`src/rtl/adder_arbiter_pkg.sv`:
```
// adder_arbiter_pkg: shared state type and default sizing for adder_arbiter
package adder_arbiter_pkg;
    typedef enum logic {ARB_EMPTY, ARB_FULL} arb_state_t;
    localparam int DEFAULT_WIDTH = 8;
    localparam int DEFAULT_NUM_REQ = 4;
endpackage

```
`src/rtl/adder.sv`:
```
// adder: combinational modulo-2^WIDTH adder shared by the arbitrated requesters
module adder #(
    parameter int WIDTH = 8
) (
    input  logic [WIDTH-1:0] i_a,
    input  logic [WIDTH-1:0] i_b,
    output logic [WIDTH-1:0] o_sum
);
    assign o_sum = i_a + i_b;
endmodule

```
`src/rtl/adder_arbiter_rr_arbiter.sv`:
```
// rr_arbiter: combinational round-robin search starting at ptr, wrapping at N-1
module rr_arbiter
    import adder_arbiter_pkg::*;
#(
    parameter int N = DEFAULT_NUM_REQ,
    parameter int PW = $clog2(N)
) (
    input  logic [N-1:0]  req,
    input  logic [PW-1:0] ptr,
    output logic [N-1:0]  grant_onehot,
    output logic [PW-1:0] grant_idx,
    output logic          any_grant
);
    logic [PW-1:0] w_idx;
    // Walk offsets from farthest to nearest so the closest request after ptr wins.
    always_comb begin
        grant_idx = '0;
        any_grant = 1'b0;
        w_idx = '0;
        for (int i = N - 1; i >= 0; i--) begin
            w_idx = PW'((int'(ptr) + i) % N);
            if (req[w_idx]) begin
                grant_idx = w_idx;
                any_grant = 1'b1;
            end
        end
    end
    assign grant_onehot = any_grant ? (N'(1) << grant_idx) : '0;
endmodule

```
`src/rtl/adder_arbiter.sv`:
```
// adder_arbiter: round-robin sharing of one adder with a one-entry tagged response buffer.
// Define ADDER_ARBITER_CARRY_EN to add the registered rsp_carry output.
module adder_arbiter
    import adder_arbiter_pkg::*;
#(
    parameter int WIDTH = DEFAULT_WIDTH,
    parameter int NUM_REQ = DEFAULT_NUM_REQ,
    parameter int ID_W = $clog2(NUM_REQ)
) (
    input  logic                     clk,
    input  logic                     rst,
    input  logic [NUM_REQ-1:0]       req_valid,
    output logic [NUM_REQ-1:0]       req_ready,
    input  logic [NUM_REQ*WIDTH-1:0] req_a,
    input  logic [NUM_REQ*WIDTH-1:0] req_b,
    output logic                     rsp_valid,
    input  logic                     rsp_ready,
    output logic [ID_W-1:0]          rsp_id,
`ifdef ADDER_ARBITER_CARRY_EN
    output logic                     rsp_carry,
`endif
    output logic [WIDTH-1:0]         rsp_result
);
    arb_state_t r_state, w_next;
    logic [ID_W-1:0] r_ptr, r_id, w_gidx;
    logic [NUM_REQ-1:0] w_onehot;
    logic w_any, w_can_accept, w_xfer;
    logic [WIDTH-1:0] w_a, w_b, r_result;

    rr_arbiter #(.N(NUM_REQ), .PW(ID_W)) u_rr (
        .req(req_valid),
        .ptr(r_ptr),
        .grant_onehot(w_onehot),
        .grant_idx(w_gidx),
        .any_grant(w_any)
    );

    // Draining the buffer this cycle frees it for a same-cycle refill.
    assign w_can_accept = (r_state == ARB_EMPTY) | rsp_ready;
    assign w_xfer = w_any & w_can_accept & ~rst;
    assign req_ready = w_xfer ? w_onehot : '0;
    assign w_a = req_a[int'(w_gidx) * WIDTH +: WIDTH];
    assign w_b = req_b[int'(w_gidx) * WIDTH +: WIDTH];

`ifdef ADDER_ARBITER_CARRY_EN
    logic [WIDTH:0] w_sum;
    logic r_carry;
    adder #(.WIDTH(WIDTH + 1)) u_adder (.i_a({1'b0, w_a}), .i_b({1'b0, w_b}), .o_sum(w_sum));
    always_ff @(posedge clk) begin
        if (rst) r_carry <= 1'b0;
        else if (w_xfer) r_carry <= w_sum[WIDTH];
    end
    assign rsp_carry = r_carry;
`else
    logic [WIDTH-1:0] w_sum;
    adder #(.WIDTH(WIDTH)) u_adder (.i_a(w_a), .i_b(w_b), .o_sum(w_sum));
`endif

    always_ff @(posedge clk) begin
        if (rst) r_state <= ARB_EMPTY;
        else r_state <= w_next;
    end

    always_comb begin
        w_next = w_xfer ? ARB_FULL : ((r_state == ARB_FULL && rsp_ready) ? ARB_EMPTY : r_state);
    end

    always_comb begin
        rsp_valid = (r_state == ARB_FULL);
    end

    always_ff @(posedge clk) begin
        if (rst) begin
            r_ptr <= '0;
            r_id <= '0;
            r_result <= '0;
        end else if (w_xfer) begin
            r_ptr <= ID_W'((int'(w_gidx) + 1) % NUM_REQ);
            r_id <= w_gidx;
            r_result <= w_sum[WIDTH-1:0];
        end
    end

    assign rsp_id = r_id;
    assign rsp_result = r_result;
endmodule

```
`config.mk`:
```
export PLATFORM = sky130hd
export DESIGN_NAME = adder_arbiter
export DESIGN_NICKNAME = d
export VERILOG_FILES = /design/src/rtl/adder_arbiter_pkg.sv /design/src/rtl/adder.sv /design/src/rtl/adder_arbiter_rr_arbiter.sv /design/src/rtl/adder_arbiter.sv
export SDC_FILE = /design/constraint.sdc
export NUM_CORES = 1
export LEC_CHECK = 0
export BUFFER_PORTS_ARGS = -buffer_cell sky130_fd_sc_hd__buf_2
export CORE_UTILIZATION = 44
export DETAILED_ROUTE_END_ITERATION = 10
export GPL_TIMING_DRIVEN = 0
export MAX_ROUTING_LAYER = met4
export PLACE_DENSITY_LB_ADDON = 0.25
export SLEW_MARGIN = 20
export SYNTH_ARGS = -nofsm -noshare
export SYNTH_HDL_FRONTEND = slang
export SYNTH_HIERARCHICAL = 1
export SYNTH_SLANG_ARGS = --single-unit
```
`constraint.sdc`:
```
create_clock -name clk -period 4 [get_ports clk]
set_input_delay 0.4 -clock clk [delete_from_list [all_inputs] [get_ports clk]]
set_output_delay 0.4 -clock clk [all_outputs]
set_load 0.1 [all_outputs]
```
Word level (Yosys, flattened, before mapping)
Index checks and enable logic that the tools add are counted.
{"block": "op_classes", "n_addsub": 5, "n_mul": 0, "div": 0, "magnitude_cmp": 4, "n_eq_ne": 0, "shifts": 3, "n_mux": 20, "n_bitwise": 5, "reduce_logical": 2}
{"cell": "$shiftx A32 B6 Y8", "count": 2}
{"cell": "$lt A2 B3 Y1 const B", "count": 4}
{"cell": "$mux W1", "count": 10}
{"cell": "$add A8 B8 Y8", "count": 1}
{"cell": "$bmux W1 S2", "count": 4}
{"cell": "$mux W2", "count": 4}
{"cell": "$mux W4", "count": 2}
{"cell": "$add A2 B1 Y2 const B", "count": 2}
{"cell": "$add A2 B2 Y2 const B", "count": 2}
{"cell": "$shl A1 B2 Y4 const A", "count": 1}
{"cell": "$and A1 B1 Y1", "count": 2}
{"cell": "$not A1 Y1", "count": 2}
{"cell": "$reduce_bool A2 Y1", "count": 1}
{"cell": "$logic_and A1 B1 Y1", "count": 1}
{"cell": "$or A1 B1 Y1", "count": 1}
{"block": "totals", "ff_bits": 13, "latch_bits": 0, "mem_bits_rw": 0, "romBits": 0, "input_bits": 71, "wordCells": 43, "n_memories": 0}

Longest topological paths before layout
{"block": "depth", "ltp_word": 10, "ltp_mapped": 15, "mapped_depth_nobuf": 12}

Hierarchy
The synthesis kept the hierarchy.
{"module": "adder_arbiter", "n_inst": 1, "cells_each": 84, "area_per_inst_um2": 973.4, "seq_area_each_um2": 260.2}
{"module": "adder", "n_inst": 1, "cells_each": 42, "area_per_inst_um2": 331.6, "seq_area_each_um2": 0.0}
{"module": "rr_arbiter", "n_inst": 1, "cells_each": 29, "area_per_inst_um2": 182.7, "seq_area_each_um2": 0.0}

Least setup slack after synthesis
No wires, ideal clock.
{"block": "synth_path", "path_kind": "register to register", "startpoint": "register r_ptr[0]", "endpoint": "register r_result[6], in the netlist rsp_result[6]", "setup_ns": 0.064, "arrival_time_ns": 2.890, "path_slack_ns": 1.047, "path_stages_with_launch": 15, "cell_sequence": "dfxtp_1 nor2_1 o21bai_1 a221oi_2 buf_6 buf_12 mux4_2 ha_1 inv_1 fa_1 nor2b_4 o31a_1 o311ai_1 nand3_1 nand2_1"}
{"block": "synth_between", "elab_chain_len": 9, "elab_cells_between_ends": 24, "classes_between": "add/sub (4); shift (2); mux (16); bitwise (2)"}
{"element": "start, declared", "line": "adder_arbiter.sv:25", "source": "logic [ID_W-1:0] r_ptr, r_id, w_gidx;"}
{"element": "start signal, assigned", "line": "adder_arbiter.sv:78", "source": "r_ptr <= ID_W'((int'(w_gidx) + 1) % NUM_REQ);"}
{"element": "$add A2 B2 Y2", "line": "adder_arbiter_rr_arbiter.sv:21", "source": "w_idx = PW'((int'(ptr) + i) % N);"}
{"element": "$bmux W1 S2", "line": "adder_arbiter_rr_arbiter.sv:22", "source": "if (req[w_idx]) begin"}
{"element": "$mux W1 (implied by the code)", "line": "adder_arbiter_rr_arbiter.sv:22"}
{"element": "$mux W2 (3 in series)", "line": "adder_arbiter_rr_arbiter.sv:22"}
{"element": "$mux W2 (*)", "line": "adder_arbiter_rr_arbiter.sv:22"}
{"element": "via w_gidx[0]", "line": "adder_arbiter.sv:25"}
{"element": "$shiftx A32 B6 Y8 (*)", "line": "adder_arbiter.sv:42", "source": "assign w_a = req_a[int'(w_gidx) * WIDTH +: WIDTH];"}
{"element": "via w_a[0]", "line": "adder_arbiter.sv:28", "source": "logic [WIDTH-1:0] w_a, w_b, r_result;"}
{"element": "$add A8 B8 Y8 (*)", "line": "adder.sv:9", "source": "assign o_sum = i_a + i_b;"}
{"element": "via w_sum[6]", "line": "adder_arbiter.sv:55", "source": "logic [WIDTH-1:0] w_sum;"}
{"element": "end signal, assigned", "line": "adder_arbiter.sv:80", "source": "r_result <= w_sum[WIDTH-1:0];"}
{"element": "end, declared", "line": "adder_arbiter.sv:28"}
The timed path passes the listed nets; every way through them passes the cells marked *. The select of a mux whose other input is x is not followed.
A chain may end at the register's enable or synchronous reset.

Worst setup path in the final report
Ends and elaborated chain as after synthesis.

==> impl_metrics.py <==
metrics = {
    "logic_synthesis": {
        "synth-main-ff-cell": "dfxtp_1",
        "synth-seq-cells": 13,
        "syn_inst": 155,
        "yosysWarnings": 6,
        "synth_cell_type_count": 40,
        "synthTopCellsByCount": "15 x o211ai_1, 14 x nand2_1, 13 x dfxtp_1, 10 x nand3_1",
        "yosys.area.top_type": "dfxtp_1",
        "avgSynthCellArea_um2": 9.60,
        "synth_top_area_frac": 0.175,
        "synth.top_cells.by_area": "dfxtp_1 17%, mux4_1 16%, mux4_2 11%, o211ai_1 7.6%, ha_1 5.9%",
        "synth_edf_count": 0,
        "yosysMostFrequentCell": "o211ai_1",
        "ys_seq_area_frac": 0.175,
        "synthArstFlopShare": 0,
        "syn-cell-area_um2": 1490,
        "syn_nets": 234,
    },
    "global_route": {
        "antenna_found_initial": 0,
        "grt_util_all_layers": 0.213,
        "grt_pass1_vias": 1316,
        "overflow": 0,
        "grt_pass1_wl_mm": 5.59,
        "grt_max_degree": 11,
    },
    "sta": {
        "setup_viol": 0,
        "worstMarginPinSlew_ps": 488,
        "layout_setup_ws_ps": 724,
        "slew_headroom": 0.677,
        "rsz0062_at_grt": "no",
        "slew_viol_final": 0,
        "skew_ps": 0.983,
        "final.setup.tns_ps": 0,
        "fin_crit_sh": 0.819,
        "final_hold_viol_count": 0,
        "fmax_ghz": 0.305,
        "period_needed_ps": 3280,
    },
    "critical_path": {
        "worstPathArrival_ps": 3500,
        "startpoint_type": "register",
        "crit_path_end": "rsp_result[6]",
        "rr_worst_depth": 14,
        "crit_cells": 14,
        "critPathKind": "reg -> reg",
        "startpoint": "r_ptr[0]",
        "critPathRequiredTime_ps": 4220,
        "crit_path_top_delay_cell": "mux4_2",
        "path_cells": "nor2_1, o21bai_1, a221oi_2, buf_6, buf_12, mux4_2, ha_1, inv_1, fa_1, nor2b_4, o31a_1, o311ai_1, nand3_1, nand2_1",
        "r2r-end": "rsp_result[6]",
        "rr_startpoint": "r_ptr[0]",
        "cpPeakStageDelay_ps": 510,
        "worstPathMaxFanout": 10,
        "crit_family": "compound AO/OA/AOI/OAI gates",
        "endpoint_kind": "register",
        "crit_buf_inv": 3,
        "r2r_slack_ps": 720,
    },
    "power": {
        "p_per_area_nw_per_um2": 525,
        "finalPower_w": 0.00104,
        "p_sw_w": 0.000570,
        "leakage_nw": 0.992,
        "peakVddDrop_mv": 0.174,
        "switching_share": 0.547,
        "intPower_w": 0.000472,
        "pwr-share-clk": 0.076,
        "sequentialPowerShare": 0.183,
        "combPwrFrac": 0.741,
    },
    "cells_and_area": {
        "final_cell_area_um2": 1980,
        "fin_nets": 322,
        "multi_input_area_um2": 1120,
        "num_antenna_cells": 0,
        "nFillCells": 302,
        "area_growth_pct": 33.4,
        "drive_above_1_share": 0.430,
        "seq_area_um2": 260,
    },
    "clock_tree": {
        "cts_buffers": 3,
        "root_buffer": "clkbuf_4",
        "ctsLongestPathBuffers": 2,
        "postCtsHoldBufs": 0,
        "cts_resized": 0,
        "cts_setup_buffers": 0,
        "clk_latency_ps": 270,
        "htree_levels": 1,
        "cts_tree": "done",
        "clk_pin_slew_worst_paths_ps": 70,
        "cts_sinks": 13,
    },
    "die": {
        "dieWidth_um": 60.1,
        "initial_core_util": 0.476,
        "rows": 20,
        "coreArea_um2": 3130,
        "die_area_um2": 3620,
        "fp.dieH_um": 60.1,
        "io-pin-count": 86,
    },
    "place": {
        "postPlaceCellArea_um2": 1960,
        "dp_slack_ps": 770,
        "io_buffers": 83,
        "gp_congestion": 0.820,
        "dpl.hpwl_mm": 2.95,
    },
    "drt": {
        "via_count": 1535,
        "wire_per_inst_um": 12.3,
        "drc": 0,
        "dr.pass1.iters": 4,
        "wl_mm": 3.52,
        "initialDrtViolationCount": 45,
        "ant_nets": 0,
        "viasPerCell": 5.37,
    },
    "worst_hold_path": {
        "hp-start": "rst",
        "hp-class": "in -> reg",
    },
    "status": {
        "status": "complete, no violations",
    },
    "job": {
        "max_cap_viol_count": 0,
    },
}
## per-layer routing
| layer | up-vias | share of wire | global-route usage |
|---|---|---|---|
| li1 | 787 | - | - |
| met1 | 675 | 0.46 | 0.280 |
| met3 | 4 | 0.060 | 0.0152 |
| met5 | - | 0 | - |
| met4 | 0 | 0.016 | 0.0897 |
| met2 | 69 | 0.46 | 0.338 |
## metrics by stage
stage | cells | util | hold slack, ps
finish | 286 | 0.634 | 312
global route | 286 | 0.634 | 319
CTS | 286 | 0.634 | 311
detailed placement | 282 | 0.626 | 469
global placement | 282 | 0.626 | 460
floorplan | 155 | - | 469
## power groups by stage
stage | logic [W] | registers, W | clock network, W
finish | 0.000772 | 0.000191 | 0.0000790
CTS | 0.000773 | 0.000191 | 0.0000804
global placement | 0.000764 | 0.000193 | 0
detailed placement | 0.000770 | 0.000193 | 0
floorplan | 0.000390 | 0.000440 | 0
global route | 0.000839 | 0.000196 | 0.0000875
## worst min path at each step
stage / to / depth (start not counted)
after detailed placement: rsp_id[0] / 2
after floorplan: rsp_valid / 1
after global routing: rsp_valid / 2
after global placement: rsp_result[5] / 2
final: rsp_valid / 2
after CTS: rsp_valid / 2
## cell usage in the layout (no fill, tap or decap), types with 2 or more instances in the layout
cell type,count
buf_2,87
o211ai_1,15
nand2_1,14
dfxtp_1,13
nand3_1,10
mux4_1,9
a21oi_1,9
mux4_2,7
inv_1,7
ha_1,7
nor2_1,6
nor2b_1,5
and3_1,5
nand2b_1,4
clkbuf_1,4
o21ai_0,4
xnor2_1,3
clkbuf_4,3
nor3_1,3
buf_6,2
xor2_1,2
o21a_1,2
o31a_1,2
a21o_1,2
## area by class of cell
| type | count | share of cell area |
|---|---|---|
| multi-input combinational | 123 | 0.562 |
| timing repair buffer | 83 | 0.209 |
| sequential | 13 | 0.131 |
| buffer | 11 | 0.0410 |
| tap | 44 | 0.0277 |
| inverter | 8 | 0.0151 |
| clock buffer | 4 | 0.0132 |
## state kept, by name, indices dropped and copies added, names as in the netlist
name / cells
rsp_valid: 1
r_ptr: 2
rsp_id: 2
rsp_result: 8
## logic make-up after synthesis
group / Yosys count / share of synthesized area
AOI/OAI and AO/OA: 45 / 0.216
and+or+nand+nor: 49 / 0.167
muxes: 16 / 0.265
xor gates and xnor gates: 5 / 0.0294
adders and majority gates: 8 / 0.0723
DFF: 13 / 0.175
buffers and inverters: 19 / 0.0749
No activity file was read; power rests on OpenSTA's default activity.
